## src/rtl/decoder_3to8_seq.sv

```systemverilog
// -----------------------------------------------------------------------------
// decoder_3to8_seq
//
// Queued, time-sequenced 3-to-8 one-hot decoder. Commands ({in_en, in_code})
// are written into a small FIFO. A three-state sequencer (IDLE/DRIVE/GAP)
// pops them one at a time. Each command drives its one-hot word on y for
// HOLD_CYCLES cycles, followed by GAP_CYCLES idle cycles with y = 0. A blank
// command (in_en = 0) holds y = 0 with y_valid = 1 for the hold period.
//
// Parameters
//   HOLD_CYCLES  cycles each decoded word is driven          (1..255)
//   GAP_CYCLES   idle cycles with y = 0 between words        (0..255)
//   FIFO_DEPTH   command queue entries                       (power of 2, 2..16)
//
// Ports
//   clk         in   rising-edge clock
//   rst_n       in   asynchronous active-low reset
//   in_valid    in   command present
//   in_ready    out  queue can accept a command (fifo_count < FIFO_DEPTH)
//   in_code     in   [2:0] binary index to decode
//   in_en       in   command enable; 0 = blank slot
//   clear       in   synchronous flush of queue and sequencer (top priority)
//   y           out  [7:0] registered one-hot word
//   y_valid     out  high while y carries a command's hold period
//   busy        out  sequencer not IDLE or queue non-empty
//   fifo_count  out  [$clog2(FIFO_DEPTH):0] number of queued entries
// -----------------------------------------------------------------------------
module decoder_3to8_seq #(
    parameter int HOLD_CYCLES = 4,
    parameter int GAP_CYCLES  = 1,
    parameter int FIFO_DEPTH  = 4
) (
    input  logic                          clk,
    input  logic                          rst_n,
    input  logic                          in_valid,
    output logic                          in_ready,
    input  logic [2:0]                    in_code,
    input  logic                          in_en,
    input  logic                          clear,
    output logic [7:0]                    y,
    output logic                          y_valid,
    output logic                          busy,
    output logic [$clog2(FIFO_DEPTH):0]   fifo_count
);

    localparam int PTR_W = $clog2(FIFO_DEPTH);
    localparam int CNT_W = PTR_W + 1;

    localparam logic [CNT_W-1:0] DEPTH_C   = CNT_W'(FIFO_DEPTH);
    localparam logic [7:0]       HOLD_LOAD = 8'(HOLD_CYCLES - 1);
    // Only used when GAP_CYCLES > 0, so the wrap at GAP_CYCLES = 0 is harmless.
    localparam logic [7:0]       GAP_LOAD  = 8'(GAP_CYCLES - 1);

    typedef enum logic [1:0] {
        ST_IDLE  = 2'd0,
        ST_DRIVE = 2'd1,
        ST_GAP   = 2'd2
    } state_t;

    // Queue entry: {en, code}
    typedef struct packed {
        logic       en;
        logic [2:0] code;
    } entry_t;

    // ------------------------------------------------------------------------
    // Command queue
    // ------------------------------------------------------------------------
    entry_t             mem [FIFO_DEPTH];
    logic [PTR_W-1:0]   wr_ptr;
    logic [PTR_W-1:0]   rd_ptr;
    logic [CNT_W-1:0]   count_q;

    logic               push;
    logic               pop;
    logic               pop_req;
    logic               fifo_empty;
    entry_t             head;

    assign in_ready   = (count_q < DEPTH_C);
    assign fifo_empty = (count_q == '0);
    assign head       = mem[rd_ptr];

    // clear drops any concurrent push or pop.
    assign push = in_valid && in_ready && !clear;
    assign pop  = pop_req && !clear;

    // NOTE: the storage array carries no reset; emptiness is defined by the
    // pointers and count, so stale contents are never observed.
    always_ff @(posedge clk) begin
        if (push) begin
            mem[wr_ptr] <= entry_t'{en: in_en, code: in_code};
        end
    end

    // NOTE: sequential state uses non-blocking assignments so every register
    // samples pre-edge values regardless of statement order.
    always_ff @(posedge clk or negedge rst_n) begin
        if (!rst_n) begin
            wr_ptr  <= '0;
            rd_ptr  <= '0;
            count_q <= '0;
        end else if (clear) begin
            wr_ptr  <= '0;
            rd_ptr  <= '0;
            count_q <= '0;
        end else begin
            // Pointers wrap naturally because FIFO_DEPTH is a power of two.
            if (push) wr_ptr <= wr_ptr + 1'b1;
            if (pop)  rd_ptr <= rd_ptr + 1'b1;
            case ({push, pop})
                2'b10:   count_q <= count_q + 1'b1;
                2'b01:   count_q <= count_q - 1'b1;
                default: count_q <= count_q;
            endcase
        end
    end

    assign fifo_count = count_q;

    // ------------------------------------------------------------------------
    // Sequencer
    // ------------------------------------------------------------------------
    state_t     state_q, state_d;
    logic [7:0] hold_q,  hold_d;
    logic [7:0] gap_q,   gap_d;
    logic [7:0] y_q,     y_d;
    logic       yv_q,    yv_d;

    function automatic logic [7:0] decode(input entry_t e);
        return e.en ? (8'h01 << e.code) : 8'h00;
    endfunction

    // NOTE: every output of this block gets a default first, so no path can
    // leave one unassigned and infer a latch.
    always_comb begin
        state_d = state_q;
        hold_d  = hold_q;
        gap_d   = gap_q;
        y_d     = y_q;
        yv_d    = yv_q;
        pop_req = 1'b0;

        case (state_q)
            ST_IDLE: begin
                if (!fifo_empty) begin
                    pop_req = 1'b1;
                    state_d = ST_DRIVE;
                    hold_d  = HOLD_LOAD;
                    y_d     = decode(head);
                    yv_d    = 1'b1;
                end
            end

            ST_DRIVE: begin
                if (hold_q != 8'd0) begin
                    hold_d = hold_q - 8'd1;
                end else if (GAP_CYCLES > 0) begin
                    state_d = ST_GAP;
                    gap_d   = GAP_LOAD;
                    y_d     = 8'h00;
                    yv_d    = 1'b0;
                end else if (!fifo_empty) begin
                    // Back-to-back: next word follows with no bubble.
                    pop_req = 1'b1;
                    hold_d  = HOLD_LOAD;
                    y_d     = decode(head);
                    yv_d    = 1'b1;
                end else begin
                    state_d = ST_IDLE;
                    y_d     = 8'h00;
                    yv_d    = 1'b0;
                end
            end

            ST_GAP: begin
                if (gap_q != 8'd0) begin
                    gap_d = gap_q - 8'd1;
                end else if (!fifo_empty) begin
                    pop_req = 1'b1;
                    state_d = ST_DRIVE;
                    hold_d  = HOLD_LOAD;
                    y_d     = decode(head);
                    yv_d    = 1'b1;
                end else begin
                    state_d = ST_IDLE;
                end
            end

            default: begin
                state_d = ST_IDLE;
                y_d     = 8'h00;
                yv_d    = 1'b0;
            end
        endcase
    end

    always_ff @(posedge clk or negedge rst_n) begin
        if (!rst_n) begin
            state_q <= ST_IDLE;
            hold_q  <= 8'd0;
            gap_q   <= 8'd0;
            y_q     <= 8'h00;
            yv_q    <= 1'b0;
        end else if (clear) begin
            state_q <= ST_IDLE;
            hold_q  <= 8'd0;
            gap_q   <= 8'd0;
            y_q     <= 8'h00;
            yv_q    <= 1'b0;
        end else begin
            state_q <= state_d;
            hold_q  <= hold_d;
            gap_q   <= gap_d;
            y_q     <= y_d;
            yv_q    <= yv_d;
        end
    end

    assign y       = y_q;
    assign y_valid = yv_q;
    assign busy    = (state_q != ST_IDLE) || (count_q != '0);

endmodule

```

## config.mk

```make
export PLATFORM = sky130hd
export DESIGN_NAME = decoder_3to8_seq
export DESIGN_NICKNAME = d
export VERILOG_FILES = /design/src/rtl/decoder_3to8_seq.sv
export SDC_FILE = /design/constraint.sdc
export NUM_CORES = 1
export LEC_CHECK = 0
export BUFFER_PORTS_ARGS = -buffer_cell sky130_fd_sc_hd__buf_2
export CAP_MARGIN = 10
export CORE_MARGIN = 2
export CORE_UTILIZATION = 60
export CTS_CLUSTER_DIAMETER = 100
export DETAILED_ROUTE_END_ITERATION = 8
export GPL_ROUTABILITY_DRIVEN = 0
export GPL_TIMING_DRIVEN = 0
export PLACE_DENSITY = 0.8
export SLEW_MARGIN = 20
export SYNTH_ARGS = -nofsm -noshare
export SYNTH_HDL_FRONTEND = slang
export SYNTH_SLANG_ARGS = --single-unit
```

## constraint.sdc

```tcl
create_clock -name clk -period 3.7 [get_ports clk]
set_input_delay 0.185 -clock clk [delete_from_list [all_inputs] [get_ports clk]]
set_output_delay 0.185 -clock clk [all_outputs]
set_load 0.05 [all_outputs]
```

* Yosys cells after proc, flatten, opt, wreduce, memory -nomap -nowiden
Memories as Yosys holds them, arrays and structs flattened. Index checks and enable logic that the tools add are counted.
Storage, ports and cells: bits of input ports 8, memories kept 1, output and inout port bits 14, flip-flop bits (word level) 34, logic and storage cells 82, memory bits (writable) 16
Operators by class: mux-type cells 36, reductions and logical operators 20, shift operators 1, equality and inequality tests 9, magnitude comparators 1, add/sub/neg operators 6
Memory list:
- mem | depth 4, bits a word 4, rd ports 1, clocked after Yosys merged registers in 0, write ports 1, line 69 | entry_t mem [FIFO_DEPTH];
Operators with widths (count):
- 2-to-1 mux 8 bit | 11
- one-hot mux 8 bit (3 select lines) | 2
- 2-to-1 mux 2 bit | 8
- one-hot mux 8 bit (2 select lines) | 1
- nonzero test 8 bit | 2
- subtractor 8 x 1 -> 8 bit (second input constant) | 2
- != test 3 bit (second input constant) | 5
- 2-to-1 mux 1 bit | 9
- AND reduction 3 bit | 3
- nonzero test 3 bit | 3
- << shifter 1 x 3 -> 8 bit (first input constant) | 1
- one-hot mux 2 bit (3 select lines) | 1
- one-hot mux 3 bit (2 select lines) | 1
- nonzero test 2 bit | 3
- adder 2 x 1 -> 2 bit (second input constant) | 2
- equality test 2 x 1 -> 1 bit (second input constant) | 2
- equality test 2 bit (second input constant) | 2
- nonzero test 4 bit | 1
- adder 3 x 1 -> 3 bit (second input constant) | 1
- logical AND 1 bit | 3
- zero test 3 bit | 1
- < comparator 3 bit (second input constant) | 1
- 2-to-1 mux 3 bit | 1
- one-hot mux 1 bit (3 select lines) | 1
- 6 further kinds | 6

* Depth between registers and ports, before layout
Gate-level depths: netlist (run 1).
depth after elaboration 8, depth in mapped cells 12, depth with buffers taken out 11

* Worst setup path before layout (run 1)
Ideal clock, no wire load.
path type reg-to-reg, start reg gap_q[0], end reg count_q[1] (netlist: fifo_count[1]), slack 1.345 ns, stages on the path, launching flop included 11, required time 3.576 ns, data arrival time 2.230 ns, path buffers 1, library setup time 0.124 ns, period minus slack after synthesis 2.355 ns, cells stage by stage dfrtp_1 -> inv_1 -> ha_1 -> or3b_1 -> clkbuf_1 -> o21ai_0 -> nand2_1 -> nor3_1 -> fa_1 -> nand2_1 -> mux2i_1
Between the ends: word-level cells in the longest chain between the ends 7, elaborated cells between the ends (all ways) 9, those cells by class eq/ne: 2; mux: 4; reduce/logical: 3
RTL lines:
- from (decl) | line 126 | logic [7:0] gap_q, gap_d;
- from (signal assigned) | line 214 | gap_q <= gap_d;
- nonzero test 8 bit (*) | line 177 | if (gap_q != 8'd0) begin
- 2-to-1 mux 1 bit (*) | line 177
- one-hot mux 1 bit (2 select lines) (*) | line 144 | case (state_q)
- logical AND 1 bit (*) | line 86 | assign pop = pop_req && !clear;
- equality test 2 x 1 -> 1 bit / equality test 2 bit (equally long branches) | line 111 | case ({push, pop})
- one-hot mux 3 bit (2 select lines) | line 111
- 2-to-1 mux 3 bit | line 103 | end else if (clear) begin
- to (signal assigned) | line 112 | 2'b10: count_q <= count_q + 1'b1;
- to (signal assigned) | line 113 | 2'b01: count_q <= count_q - 1'b1;
- to (signal assigned) | line 114 | default: count_q <= count_q;
- to (decl) | line 72 | logic [CNT_W-1:0] count_q;
Mark *: on every way between the ends. The rest lies on a longest branch, timed or not. A chain may end at the register's enable or synchronous reset.

* Worst setup path after layout (run 1)
start reg gap_q[0], end reg count_q[2] (netlist: fifo_count[2])
The elaborated chain is that of the path after synthesis.

==> results.py, run 1 <==
metrics = {
    "synth": {
        "yosysMostFrequentCell": "dfrtp_1",
        "avgSynthCellArea_sq_um": 11.4,
        "synth_top_area_share_pct": 33.4,
        "synth-main-ff-cell": "dfrtp_1",
        "ys_ff_latch": 50,
        "synth_top_family_by_area": "simple AND/OR/NAND/NOR gates",
        "synth_area_sq_mm": 0.00255,
        "yosys_warnings": 0,
        "yosysTopAreaCell": "dfrtp_1",
        "ys_types": 50,
        "synth_adder_area_share_pct": 4.71,
        "muxShareOfSynthArea_pct": 4.96,
        "synth-simple-area-share_pct": 17.3,
        "syn_inst": 223,
        "synth_seq_area_share_pct": 52.2,
        "async_flop_share_pct": 68.0,
        "synth_nets": 240,
        "synth-compound-area-share_pct": 15.5,
        "synth_edf_count": 16,
        "synth-xor-area-share_pct": 1.37,
        "synth_area_leaders": "dfrtp_1 33%, edfxtp_1 19%, ha_1 3.9%, mux4_2 3.5%, a21oi_1 3.1%",
        "synth_common_cells": "34 x dfrtp_1, 16 x a21oi_1, 16 x edfxtp_1",
    },
    "drt": {
        "drcViolationCount": 0,
        "met1_length_mm": 2.36,
        "routed.top_layer": "met4",
        "post_drt_wl_per_cell_microns": 15.9,
        "met3_length_microns": 208,
        "postRouteAntennaNets": 0,
        "drtIter0Drc": 113,
        "vias": 1805,
        "viasPerCell": 5.96,
        "routed_wl_mm": 4.80,
        "met2_length_mm": 2.16,
        "dr.pass1.iters": 4,
    },
    "global_route": {
        "overflow": 0,
        "grt_pass1_wl_mm": 7.98,
        "grt_start_max_net_pins": 35,
        "grt_usage_pct": 20.9,
        "antenna_found_initial": 0,
        "grt_pass1_vias": 1692,
    },
    "cts": {
        "cts_root_buf": "clkbuf_8",
        "cts_sinks": 50,
        "cts_buffers": 5,
        "postCtsHoldBufs": 1,
        "clk_latency_ns": 0.31,
        "clkTransAtPathRegs_ns": 0.10,
        "cts_setup_buffers": 0,
        "clockBufferDepth": 2,
        "cts_resized": 0,
        "htree_levels": 2,
        "cts_tree": "done",
    },
    "timing": {
        "setup_viol": 0,
        "slew_headroom_pct": 48.9,
        "fin_crit_sh_pct": 72.6,
        "skew_ns": 0.00802,
        "fin_crit_ns": 2.69,
        "rsz0062_at_grt": "false",
        "setup_ws_ns": 1.01,
        "hold_viol_final": 0,
        "setup_tns_ns": 0,
        "worstMarginPinSlew_ns": 0.766,
        "slew_viol_final": 0,
        "fmax_mhz": 372,
    },
    "place": {
        "numPortBuffers": 21,
        "dp_hpwl_mm": 3.46,
        "dp_slack_ns": 1.03,
        "dp.cells": 294,
    },
    "die": {
        "start_util_pct": 62.8,
        "coreArea_sq_mm": 0.00406,
        "dieArea_sq_mm": 0.00479,
        "rows": 23,
        "die_y_microns": 69.2,
        "die_width_microns": 69.2,
        "pin_count": 22,
    },
    "setup_path": {
        "critPathLaunchType": "register",
        "arrival_ns": 2.91,
        "path_max_fanout": 6,
        "cp_data_required_time_ns": 3.92,
        "setup.worst_path.class": "register to register",
        "crit_path_end_kind": "register",
    },
    "layout": {
        "drive_above_1_share_pct": 19.0,
        "area_growth_pct": 10.8,
        "diodes": 0,
        "stdcell_count": 303,
        "fin_nets": 269,
        "final_core_util_pct": 69.7,
    },
    "outcome": {
        "status": "finished clean",
    },
    "worst_hold_path": {
        "hp-class": "primary input to register",
    },
    "power_and_ir_drop": {
        "p_leak_nw": 1.20,
        "p_per_area_mw_per_mm2": 649,
        "ir_drop_v": 0.000609,
    },
    "job": {
        "cap_violations": 0,
    },
}
## layout by cell type, fill, tap and decap left out, drive strengths merged, types with 2 or more instances in the layout
cell type | synthesis | layout
a21oi | 16 | 16
a22o | 8 | 8
a31oi | 3 | 3
and3 | 4 | 4
buf | 3 | 24
clkbuf | 7 | 13
dfrtp | 34 | 34
edfxtp | 16 | 16
ha | 8 | 8
inv | 13 | 14
mux2 | 2 | 2
mux4 | 4 | 4
nand2 | 11 | 11
nand2b | 2 | 2
nand3 | 7 | 7
nor2 | 13 | 13
nor2b | 7 | 7
nor3 | 4 | 4
nor4 | 4 | 4
o2111ai | 3 | 3
o211ai | 3 | 3
o21ai | 11 | 11
o31ai | 5 | 5
or2 | 4 | 4
or3 | 5 | 5
or3b | 2 | 2
or4 | 7 | 7
xor2 | 3 | 3
## per-layer routing
metal  vias to the layer above  global-route usage (%)
met2                        43                    30.9
li1                        893                       -
met1                       861                    30.8
met5                         -                       0
met4                         0                    8.06
met3                         8                    3.78
## final timing paths
| check | startpoint | endpoint | slack (ns) | cells past startpoint |
|---|---|---|---|---|
| setup / recovery | gap_q[0]$_DFFE_PN0P_ | fifo_count[2]$_DFFE_PN0P_ | 1.01 | 12 |
| hold / removal | in_code[2] | mem[1][2]$_DFFE_PP_ | 0.09 | 1 |
| setup reg to reg | gap_q[0]$_DFFE_PN0P_ | fifo_count[2]$_DFFE_PN0P_ | 1.01 | 12 |
| hold reg to reg | y[5]$_DFFE_PN0P_ | y[5]$_DFFE_PN0P_ | 0.50 | 1 |
| max in group asynchronous | rst_n | rd_ptr[1]$_DFFE_PN0P_ | 2.73 | 2 |
| min in group asynchronous | rst_n | y[3]$_DFFE_PN0P_ | 0.48 | 2 |
## flip-flops by register name, summed over array words and instances (netlist names)
register,cells
wr_ptr,2
fifo_count,3
state_q,2
y,8
gap_q,8
y_valid,1
hold_q,8
mem,16
rd_ptr,2
## area by class of cell
cell class	count	area (sq um)
Multi-Input combinational cell	150	1120
Timing Repair Buffer	22	115
Clock buffer	6	82.6
Fill cell	294	1230
Buffer	10	53.8
Tap cell	50	62.6
Clock inverter	2	16.3
Sequential cell	50	1330
Inverter	13	48.8
## worst max-delay path, cell delays in order, from the launching register on
cell	delay (ns)
dfrtp_1	0.38
inv_1	0.12
ha_1	0.15
or3b_1	0.33
clkbuf_1	0.17
o21ai_0	0.29
nand2_1	0.20
nor3_1	0.28
fa_1	0.27
nand2_1	0.07
nand2_1	0.07
o21ai_0	0.08
a31oi_1	0.20
## where the power goes
part           internal (W)  switching, W
Clock              0.000154      0.000189
Combinational      0.000265      0.000520
Sequential         0.000645     0.0000626
Total               0.00106      0.000771
## metrics by stage
| stage | total power (W) | hold WS [ns] | cell area [sq um] |
|---|---|---|---|
| CTS | 0.00184 | 0.0813 | 2830 |
| detailed placement | 0.00150 | 0.293 | 2720 |
| global placement | 0.00147 | 0.294 | 2720 |
| global route | 0.00194 | 0.0847 | 2830 |
| floorplan | 0.00133 | -0.111 | 2550 |
| finish | 0.00183 | 0.0909 | 2830 |
## logic make-up (layout without fill, tap and decap cells)
group / Yosys count / in the layout
AO/OA/AOI/OAI: 56 / 56
XOR/XNOR: 4 / 4
adder cells (fa/ha/maj): 9 / 9
buffers and inverters: 23 / 53
flip-flops: 50 / 50
multiplexers: 7 / 7
AND/OR/NAND/NOR: 74 / 74
(Power assumes the default switching activity.)
==> inputs of run 2 (changes only) <==
- CORE_UTILIZATION: 60 -> 53
- PLACE_DENSITY: 0.8 -> 0.75
- clock period: 3.7 -> 2.3 ns (I/O delays scaled with it)
==> results.py, run 2 (synthesis gave the netlist of run 1 again) <==
metrics = {
    "outcome": {
        "status": "finished clean",
    },
    "drt": {
        "post_drt_wl_per_cell_microns": 15.8,
        "drtIter0Drc": 73,
        "drcViolationCount": 0,
        "dr.pass1.iters": 4,
        "postRouteAntennaNets": 0,
        "vias": 1852,
        "routed_wl_mm": 4.91,
        "viasPerCell": 5.97,
    },
    "cts": {
        "cts_tree": "done",
        "clk_latency_ns": 0.31,
        "clkTransAtPathRegs_ns": 0.09,
        "cts_buffers": 5,
        "cts_sinks": 50,
        "htree_levels": 2,
        "cts_root_buf": "clkbuf_8",
        "clockBufferDepth": 2,
    },
    "timing": {
        "slew_headroom_pct": 49.0,
        "hold_viol_final": 0,
        "setup_ws_ns": 0.120,
        "fmax_mhz": 459,
        "setup_viol": 0,
        "fin_crit_sh_pct": 94.8,
        "fin_crit_ns": 2.18,
        "setup_tns_ns": 0,
        "skew_ns": 0.00384,
        "worstMarginPinSlew_ns": 0.766,
        "fin_hold_ws_ns": 0.0100,
        "slew_viol_final": 0,
    },
    "layout": {
        "final_cell_mix": "34 x dfrtp_1, 22 x buf_2, 16 x a21oi_1, 16 x edfxtp_1, 13 x nor2_1",
        "diodes": 0,
        "regMostFlops": "mem",
        "fin_nets": 272,
        "area_growth_pct": 13.9,
        "final_core_util_pct": 61.9,
        "largest_reg_flops": 16,
        "final_common_cell": "dfrtp_1",
        "n_fill_cell": 387,
        "drive_above_1_share_pct": 23.4,
    },
    "place": {
        "dp_slack_ns": -0.251,
        "dp_hpwl_mm": 3.42,
        "numPortBuffers": 21,
    },
    "power_and_ir_drop": {
        "ir_drop_v": 0.000906,
        "p_leak_nw": 1.23,
        "p_per_area_mw_per_mm2": 1050,
    },
    "setup_path": {
        "cp_data_required_time_ns": 2.50,
        "worstPathCellList": "or4_4, buf_6, o21ai_4, nand2_2, nor3_4, fa_2, nand2_1, mux2i_1",
        "crit_path_end_kind": "register",
        "crit_slowest_cell": "or4_4",
        "critPathMaxStageDelay_ns": 0.52,
        "setup.worst_path.class": "register to register",
        "cpLargestDelayFamily": "simple AND/OR/NAND/NOR gates",
        "arrival_ns": 2.38,
        "path_max_fanout": 8,
        "cp_num_buf_inv": 1,
        "critPathLaunchType": "register",
    },
    "global_route": {
        "grt_pass1_wl_mm": 8.34,
        "grt_start_max_net_pins": 35,
        "grt_pass1_vias": 1755,
        "overflow": 0,
        "antenna_found_initial": 0,
        "grt_usage_pct": 20.3,
    },
    "job": {
        "cap_violations": 0,
    },
    "die": {
        "coreArea_sq_mm": 0.00469,
        "die_y_microns": 73.4,
        "die_width_microns": 73.4,
        "dieArea_sq_mm": 0.00538,
        "pin_count": 22,
        "start_util_pct": 54.3,
        "rows": 25,
    },
    "worst_hold_path": {
        "hp-class": "primary input to register",
    },
}
run 2: cell types whose count changed in the layout (fill, tap and decap cells not counted), sizes merged:
cell,delta
clkinv,+1
clkinvlp,-1
buf,+4
clkbuf,-1
run 2: routing by layer:
layer | global-route usage, % | vias to the layer above | part of all wire (%)
li1 | - | 892 | -
met1 | 27.7 | 908 | 47
met2 | 31.9 | 44 | 47
met3 | 4.80 | 8 | 4.2
met4 | 7.27 | 0 | 1.6
met5 | 0 | - | 0
run 2: what timing repair did:
| action | 4_1_cts | 5_1_grt |
|---|---|---|
| endpoints found under the hold margin | 34 | 0 |
| cloned | 0 | 0 |
| setup buffers | 1 | 3 |
| endpoints found under the setup margin | 2 | 2 |
| pin swaps | 1 | 4 |
| gates resized for setup | 6 | 4 |
| hold buffers | 1 | 0 |
run 2: path summary, 6_finish.rpt:
| kind | startpoint | to | slack [ns] | cells past startpoint |
|---|---|---|---|---|
| max reg2reg | gap_q[5]$_DFFE_PN0P_ | fifo_count[1]$_DFFE_PN0P_ | 0.12 | 8 |
| max in group asynchronous | rst_n | wr_ptr[0]$_DFFE_PN0P_ | 1.41 | 2 |
| min in group asynchronous | rst_n | y[0]$_DFFE_PN0P_ | 0.40 | 2 |
| min | in_code[1] | mem[0][1]$_DFFE_PP_ | 0.01 | 1 |
| max | gap_q[5]$_DFFE_PN0P_ | fifo_count[1]$_DFFE_PN0P_ | 0.12 | 8 |
| min reg2reg | y[1]$_DFFE_PN0P_ | y[1]$_DFFE_PN0P_ | 0.51 | 1 |
run 2: layout make-up:
type	instances	area (sq um)	share of cell area, %
plain buffers	9	50.0	1.72
flip-flops and latches	50	1330	45.8
multi-input cells	150	1150	39.6
clock inverters	2	17.5	0.603
repair buffers	26	145	5.00
well taps	54	67.6	2.33
clock buffers	6	93.8	3.23
inverters	13	48.8	1.68
run 2: power by group:
part,internal (W),switching [W]
Clock,0.000286,0.000314
Sequential,0.00104,0.000105
Combinational,0.000453,0.000861
run 2: through the flow:
stage | std cells | total power [W] | cell area, sq um
after global routing | 310 | 0.00324 | 2910
after detailed placement | 298 | 0.00241 | 2720
after global placement | 298 | 0.00238 | 2720
final | 310 | 0.00306 | 2910
after CTS | 307 | 0.00303 | 2870
after floorplan | 223 | 0.00213 | 2550
